### config.mk
export PLATFORM = sky130hd
export DESIGN_NAME = spi_rx_framer
export DESIGN_NICKNAME = d
export VERILOG_FILES = /design/src/rtl/spi_rx_framer.sv
export SDC_FILE = /design/constraint.sdc
export NUM_CORES = 1
export LEC_CHECK = 0
export ABC_AREA = 1
export BUFFER_PORTS_ARGS = -buffer_cell sky130_fd_sc_hd__buf_2
export CORE_AREA = 2 2 174 176
export DETAILED_ROUTE_END_ITERATION = 10
export DIE_AREA = 0 0 176 178
export PLACE_DENSITY = 0.48
export SLEW_MARGIN = 20
export SYNTH_ARGS = -nofsm -noshare
export SYNTH_HDL_FRONTEND = slang
export SYNTH_SLANG_ARGS = --single-unit
### constraint.sdc
create_clock -name axi_aclk -period 10.1 [get_ports axi_aclk]
set_clock_uncertainty 0.05 [all_clocks]
set_input_delay 0 -clock axi_aclk [delete_from_list [all_inputs] [get_ports axi_aclk]]
set_output_delay 0 -clock axi_aclk [all_outputs]
set_load 0.02 [all_outputs]
### src/rtl/spi_rx_framer.sv
// -----------------------------------------------------------------------------
// spi_rx_framer
//
// SPI-slave receive framer. spi_clk, spi_mosi and spi_cs are oversampled in the
// axi_aclk domain through synchronisers. DATA_W-bit words are assembled MSB
// first in any of the four SPI modes and buffered in a first-word-fall-through
// FIFO. Each packet (a cs-low window) produces one start pulse and one end
// pulse, and its word count is latched into package_len.
//
// Parameters
//   DATA_W       bits per word (4..32)
//   FIFO_DEPTH   FIFO entries, power of two (4..256)
//   SPI_MODE     CPOL/CPHA mode 0..3 (0,3 sample rising, 1,2 sample falling)
//   SYNC_STAGES  synchroniser depth on each SPI input (2..4)
//
// Ports
//   axi_aclk           sole clock
//   axi_areset         asynchronous active-high reset
//   spi_clk/mosi/cs    raw SPI pins (cs active low)
//   rd_en              pop the head word (ignored while fifo_empty)
//   rd_data            head word, valid while !fifo_empty
//   fifo_empty/full    FIFO status
//   fifo_level         occupancy, 0..FIFO_DEPTH
//   overflow           sticky drop flag, cleared by overflow_clr (drop wins)
//   package_start_int  one-cycle pulse on packet start
//   package_end_int    one-cycle pulse on packet end
//   package_len        words of the last packet incl. dropped, saturating
//
// Build option
//   SPI_RX_PARTIAL_FLUSH_EN  when defined, a partial word left at cs rise is
//                            pushed left-aligned with zero-padded LSBs;
//                            otherwise it is discarded and not counted.
// -----------------------------------------------------------------------------
module spi_rx_framer #(
  parameter int DATA_W      = 8,
  parameter int FIFO_DEPTH  = 16,
  parameter int SPI_MODE    = 0,
  parameter int SYNC_STAGES = 2
) (
  input  logic                          axi_aclk,
  input  logic                          axi_areset,
  input  logic                          spi_clk,
  input  logic                          spi_mosi,
  input  logic                          spi_cs,
  input  logic                          rd_en,
  output logic [DATA_W-1:0]             rd_data,
  output logic                          fifo_empty,
  output logic                          fifo_full,
  output logic [$clog2(FIFO_DEPTH):0]   fifo_level,
  output logic                          overflow,
  input  logic                          overflow_clr,
  output logic                          package_start_int,
  output logic                          package_end_int,
  output logic [15:0]                   package_len
);

  localparam int   PTR_W       = $clog2(FIFO_DEPTH);
  localparam int   BC_W        = $clog2(DATA_W + 1);
  localparam int   ST_W        = $clog2(SYNC_STAGES + 1);
  localparam logic CPOL        = (SPI_MODE >= 2);
  localparam logic SAMPLE_RISE = (SPI_MODE == 0) || (SPI_MODE == 3);

  typedef enum logic [1:0] {
    WAIT_HIGH,
    IDLE,
    ACTIVE
  } state_t;

  function automatic logic [15:0] sat_inc(input logic [15:0] v);
    return (v == 16'hFFFF) ? v : v + 16'd1;
  endfunction

  // ---------------------------------------------------------------------------
  // Input synchronisers and edge detection
  // ---------------------------------------------------------------------------
  logic [SYNC_STAGES-1:0] cs_sync_q;
  logic [SYNC_STAGES-1:0] clk_sync_q;
  logic [SYNC_STAGES-1:0] mosi_sync_q;
  logic                   sclk_prev_q;
  logic                   cs_s;
  logic                   sclk_s;
  logic                   mosi_s;

  assign cs_s   = cs_sync_q[SYNC_STAGES-1];
  assign sclk_s = clk_sync_q[SYNC_STAGES-1];
  assign mosi_s = mosi_sync_q[SYNC_STAGES-1];

  always_ff @(posedge axi_aclk or posedge axi_areset) begin
    if (axi_areset) begin
      cs_sync_q   <= {SYNC_STAGES{1'b1}};
      clk_sync_q  <= {SYNC_STAGES{CPOL}};
      mosi_sync_q <= '0;
      sclk_prev_q <= CPOL;
    end else begin
      cs_sync_q   <= {cs_sync_q[SYNC_STAGES-2:0], spi_cs};
      clk_sync_q  <= {clk_sync_q[SYNC_STAGES-2:0], spi_clk};
      mosi_sync_q <= {mosi_sync_q[SYNC_STAGES-2:0], spi_mosi};
      sclk_prev_q <= sclk_s;
    end
  end

  // ---------------------------------------------------------------------------
  // Framer state
  // ---------------------------------------------------------------------------
  state_t              state_q;
  logic [ST_W-1:0]     settle_q;
  logic [DATA_W-2:0]   shift_q;      // previously received bits of the word
  logic [BC_W-1:0]     bit_cnt_q;
  logic [15:0]         word_cnt_q;
  logic                start_q;
  logic                end_q;
  logic [15:0]         len_q;
  logic                push_q;
  logic [DATA_W-1:0]   push_data_q;

  logic                sample_edge;
  logic [DATA_W-1:0]   word_d;
  logic [DATA_W-2:0]   shift_d;
  logic [BC_W-1:0]     bit_cnt_d;
  logic                word_done;
  logic [15:0]         word_cnt_d;

  // Effect of this cycle's sampling edge. Evaluated before the cs-rise
  // handling so an edge coinciding with cs rise can still finish a word.
  always_comb begin
    sample_edge = SAMPLE_RISE ? (sclk_s & ~sclk_prev_q) : (~sclk_s & sclk_prev_q);
    word_d      = {1'b0, shift_q};
    bit_cnt_d   = bit_cnt_q;
    word_done   = 1'b0;
    word_cnt_d  = word_cnt_q;
    if (state_q == ACTIVE && sample_edge) begin
      word_d = {shift_q, mosi_s};
      if (bit_cnt_q == BC_W'(DATA_W - 1)) begin
        bit_cnt_d  = '0;
        word_done  = 1'b1;
        word_cnt_d = sat_inc(word_cnt_q);
      end else begin
        bit_cnt_d = bit_cnt_q + 1'b1;
      end
    end
    shift_d = word_d[DATA_W-2:0];
  end

  always_ff @(posedge axi_aclk or posedge axi_areset) begin
    if (axi_areset) begin
      state_q     <= WAIT_HIGH;
      settle_q    <= '0;
      shift_q     <= '0;
      bit_cnt_q   <= '0;
      word_cnt_q  <= '0;
      start_q     <= 1'b0;
      end_q       <= 1'b0;
      len_q       <= '0;
      push_q      <= 1'b0;
      push_data_q <= '0;
    end else begin
      start_q <= 1'b0;
      end_q   <= 1'b0;
      push_q  <= 1'b0;
      case (state_q)
        // The synchroniser reset value of cs is 1, which says nothing about
        // the pin. Wait until the chain has been refilled from the pin before
        // trusting a high cs, so a packet in flight at reset release is skipped.
        WAIT_HIGH: begin
          if (settle_q != ST_W'(SYNC_STAGES)) begin
            settle_q <= settle_q + 1'b1;
          end else if (cs_s) begin
            state_q <= IDLE;
          end
        end
        IDLE: begin
          if (!cs_s) begin
            state_q    <= ACTIVE;
            start_q    <= 1'b1;
            bit_cnt_q  <= '0;
            word_cnt_q <= '0;
          end
        end
        ACTIVE: begin
          shift_q     <= shift_d;
          bit_cnt_q   <= bit_cnt_d;
          word_cnt_q  <= word_cnt_d;
          push_q      <= word_done;
          push_data_q <= word_d;
          if (cs_s) begin
            state_q <= IDLE;
            end_q   <= 1'b1;
            len_q   <= word_cnt_d;
`ifdef SPI_RX_PARTIAL_FLUSH_EN
            if (bit_cnt_d != '0) begin
              // Received bits sit in the low bit_cnt_d positions; move them
              // to the MSBs, zero-filling the LSBs.
              push_q      <= 1'b1;
              push_data_q <= word_d << (BC_W'(DATA_W) - bit_cnt_d);
              len_q       <= sat_inc(word_cnt_d);
            end
`endif
          end
        end
        default: state_q <= WAIT_HIGH;
      endcase
    end
  end

  assign package_start_int = start_q;
  assign package_end_int   = end_q;
  assign package_len       = len_q;

  // ---------------------------------------------------------------------------
  // FWFT FIFO with wrap-extended pointers
  // ---------------------------------------------------------------------------
  logic [DATA_W-1:0] mem [FIFO_DEPTH];
  logic [PTR_W:0]    wr_ptr_q;
  logic [PTR_W:0]    rd_ptr_q;
  logic [PTR_W:0]    wr_ptr_d;
  logic [PTR_W:0]    rd_ptr_d;
  logic [PTR_W:0]    level;
  logic [PTR_W:0]    level_after_pop;
  logic              do_pop;
  logic              do_push;
  logic              drop;
  logic [DATA_W-1:0] rd_data_q;
  logic [DATA_W-1:0] rd_data_d;
  logic              overflow_q;

  always_comb begin
    level           = wr_ptr_q - rd_ptr_q;
    do_pop          = rd_en && (level != '0);
    // A full FIFO still accepts a push when a pop frees the slot this cycle.
    do_push         = push_q && ((level != (PTR_W+1)'(FIFO_DEPTH)) || do_pop);
    drop            = push_q && !do_push;
    wr_ptr_d        = wr_ptr_q + {{PTR_W{1'b0}}, do_push};
    rd_ptr_d        = rd_ptr_q + {{PTR_W{1'b0}}, do_pop};
    level_after_pop = level - {{PTR_W{1'b0}}, do_pop};
    // Registered head word: if nothing older remains after the pop, the head
    // is the word being written now (or nothing); otherwise it is in memory.
    if (level_after_pop == '0) begin
      rd_data_d = do_push ? push_data_q : '0;
    end else begin
      rd_data_d = mem[rd_ptr_d[PTR_W-1:0]];
    end
  end

  always_ff @(posedge axi_aclk) begin
    if (do_push) begin
      mem[wr_ptr_q[PTR_W-1:0]] <= push_data_q;
    end
  end

  always_ff @(posedge axi_aclk or posedge axi_areset) begin
    if (axi_areset) begin
      wr_ptr_q   <= '0;
      rd_ptr_q   <= '0;
      rd_data_q  <= '0;
      overflow_q <= 1'b0;
    end else begin
      wr_ptr_q  <= wr_ptr_d;
      rd_ptr_q  <= rd_ptr_d;
      rd_data_q <= rd_data_d;
      if (drop) begin
        overflow_q <= 1'b1;
      end else if (overflow_clr) begin
        overflow_q <= 1'b0;
      end
    end
  end

  assign rd_data    = rd_data_q;
  assign fifo_level = level;
  assign fifo_empty = (level == '0);
  assign fifo_full  = (level == (PTR_W+1)'(FIFO_DEPTH));
  assign overflow   = overflow_q;

endmodule

==> impl_metrics.ini <==
[grt]
antenna_found_initial = 0
grt_usage_pct = 15.1
gr-total-overflow = 0
grt_pass1_wl_um = 36600
grt_start_max_net_pins = 66
grt_pass1_vias = 6155

[worst_setup_path]
crit_family = simple AND/OR/NAND/NOR gates
r2r_end = rd_data[4]
cp.arrival_ns = 4.77
endpoint_kind = flop
cp_num_buf_inv = 4
reg2reg_depth = 20
cp_max_fo = 42
worstPathRequired_ns = 10.49
path_class = flop to flop
path_cells = inv_1 -> ha_1 -> inv_1 -> fa_1 -> or2_2 -> nor2_1 -> nand2_1 -> nor2_1 -> nor2_1 -> ha_2 -> ha_1 -> buf_4 -> inv_1 -> nor2_1 -> o21ai_0 -> nand3_1 -> nand3_1 -> nand2_1 -> nand2_1 -> nand2_1
slowest_delay_ns = 0.56
cp-start-kind = flop
rr_startpoint = wr_ptr_q[0]
critPathSlowestCell = inv_1
r2r_setup_slack_ns = 5.72

[cells_and_area]
drive_above_1_share_pct = 10.1
antenna_cells = 0
fillers = 2967
synthToLayoutAreaGrowth_pct = 14.7
layout.nets = 974

[cts]
clock_latency_ns = 0.51
clock-root-buffer = clkbuf_16
htree_levels = 1
clockBufferDepth = 3
cts_tree = yes
cts.sink_count = 205
path_clk_slew_ns = 0.06
cts_buffers = 22

[pwr]
clock_power_share_pct = 29.0
powerDensity_mw_per_mm2 = 261
comb_power_share_pct = 34.2
switching_share_pct = 38.2
p_seq_share_pct = 36.7
power_switching_mw = 1.03
p_leak_nw = 4.24
irDropWorstVdd_uv = 170
p_int_mw = 1.67

[sta]
fin_tns_setup_ns = 0
slew_headroom_pct = 27.2
whs_ns = 0.0181
max_freq_mhz = 228
final_hold_viol_count = 0
period_needed_ns = 4.38
worstMarginPinSlew_ns = 1.09
setup-violations-final = 0
slew_violations = 0
rsz0062_at_grt = false
post-route-period-util_pct = 43.4

[placed_design]
gp_congestion = 0.772
dpl.hpwl_um = 14400
port_buffers = 40

[yosys]
synthArstFlopShare_pct = 37.6
post_synth_most_frequent_cells = nand2_1, nor2_1, edfxtp_1, nand3_1
yosys.area.top_type = edfxtp_1
synth_edf_count = 128
synthCells = 911
synth_nets = 931
syn_area_mm2 = 0.00901
synthDistinctLibCells = 34
synthFlopType = edfxtp_1
synth_top_area_share_pct = 42.7
synth.most_common_cell = nand2_1
avgSynthCellArea_um2 = 9.89
yosys-top-cells-area = edfxtp_1, dfrtp_1, nand2_1, nor2_1, nand3_1
ys_ff_latch = 205
synth-seq-area-share_pct = 64.1
yosys_warnings = 0

[route]
avgViaCountPerCell = 4.72
ant_nets = 0
routed_wl_um = 23300
vias = 6419
drt-pass1-iter-count = 5
drtIter0Drc = 493
drc = 0
wl_per_cell_um = 17.1

[die]
die_height_um = 178
start_util_pct = 30.6
die_area_mm2 = 0.0313
ioPinCount = 41
rows = 63
die_width_um = 176
core-area_mm2 = 0.0294

[min_path]
hp-class = input pin to asynchronous set/reset pin

[flow_run]
drv_cap = 0

[status]
status = completed
## cells by family (layout without fill, tap and decap cells)
group | after synthesis | in the layout | share of synthesized area (%)
simple gates | 488 | 488 | 22.6
flops | 205 | 205 | 64.1
fa+ha+maj | 13 | 13 | 1.89
buf+inv | 102 | 161 | 4.72
compound gates | 96 | 96 | 5.79
xor+xnor | 7 | 7 | 0.972
## cell type report
class	instances	area, um2	area share (%)
Inverter	69	260	2.52
Sequential cell	205	5770	55.8
Clock buffer	27	569	5.51
Tap cell	390	488	4.72
Clock inverter	13	125	1.21
Timing Repair Buffer	52	305	2.95
Multi-Input combinational cell	604	2820	27.3
## layout by cell type, fill, tap and decap left out, types with 4 or more instances in the layout
master / synthesis / routed
buf_4: 2 / 6
edfxtp_1: 128 / 128
buf_2: 10 / 40
nor2_1: 173 / 172
o211ai_1: 8 / 8
xor2_1: 5 / 5
nand3_1: 97 / 97
dlygate4sd3_1: 0 / 6
o21ai_0: 75 / 75
clkbuf_16: 0 / 22
inv_1: 64 / 63
nand4_1: 17 / 17
clkbuf_1: 12 / 5
ha_1: 12 / 11
inv_2: 4 / 4
dfrtp_1: 75 / 75
clkinv_2: 0 / 6
a21oi_1: 7 / 7
nand2_1: 189 / 189
clkinv_1: 1 / 5
## how the worst max path moves through the flow
stage | from | endpoint | slack [ns] | depth (start not counted)
global placement | wr_ptr_q[0] | rd_data[1] | 5.76 | 20
detailed placement | wr_ptr_q[0] | rd_data[0] | 5.69 | 20
global route | wr_ptr_q[0] | rd_data[4] | 5.27 | 20
floorplan | wr_ptr_q[0] | rd_data[3] | 6.33 | 20
CTS | wr_ptr_q[0] | rd_data[4] | 5.66 | 20
finish | wr_ptr_q[0] | rd_data[4] | 5.72 | 20
## state kept, by name, summed over array words and instances, names as in the netlist
signal	cells
mem	128
package_len	16
word_cnt_q	16
rd_data	8
shift_q	6
rd_ptr_q	5
wr_ptr_q	5
bit_cnt_q	4
clk_sync_q	2
cs_sync_q	2
mosi_sync_q	2
push_data_q	2
settle_q	2
state_q	2
overflow	1
package_end_int	1
package_start_int	1
push_q	1
sclk_prev_q	1
## repair_timing
item,CTS,global route
buffers inserted,0,0
endpoints found under the hold margin,29,0
hold buffers,6,0
resized for setup,0,0
## power groups by stage
stage	registers, mW	logic (mW)	clock network [mW]
2_1_floorplan	1.00	0.650	0
3_3_place_gp	1.01	0.940	0
3_5_place_dp	1.01	0.939	0
4_1_cts	0.993	0.940	0.809
5_1_grt	0.998	1.06	0.839
6_report	0.993	0.926	0.785
## metal layers
| layer | GRT usage [%] | wire length (um) | up-vias |
|---|---|---|---|
| li1 | - | - | 3136 |
| met1 | 22.5 | 11500 | 3077 |
| met2 | 22.9 | 10000 | 176 |
| met3 | 2.24 | 1270 | 30 |
| met4 | 3.96 | 494 | 0 |
| met5 | 0 | 0 | - |
## worst min-delay path, cell delays in order
cell and delay [ns]:
dlygate4sd3_1 0.53, buf_2 0.12, clkinv_2 0.38
## stage by stage
stage / cells / cell area, um2 / total power [mW] / util [%] / setup slack, ns
final: 1360 / 10300 / 2.70 / 35.2 / 5.72
after global routing: 1360 / 10300 / 2.89 / 35.2 / 5.27
after CTS: 1360 / 10300 / 2.74 / 35.2 / 5.66
after detailed placement: 1314 / 9580 / 1.95 / 32.6 / 5.69
after global placement: 1314 / 9580 / 1.95 / 32.6 / 5.76
after floorplan: 911 / 9010 / 1.65 / - / 6.33
No activity file was read; power rests on OpenSTA's default activity.
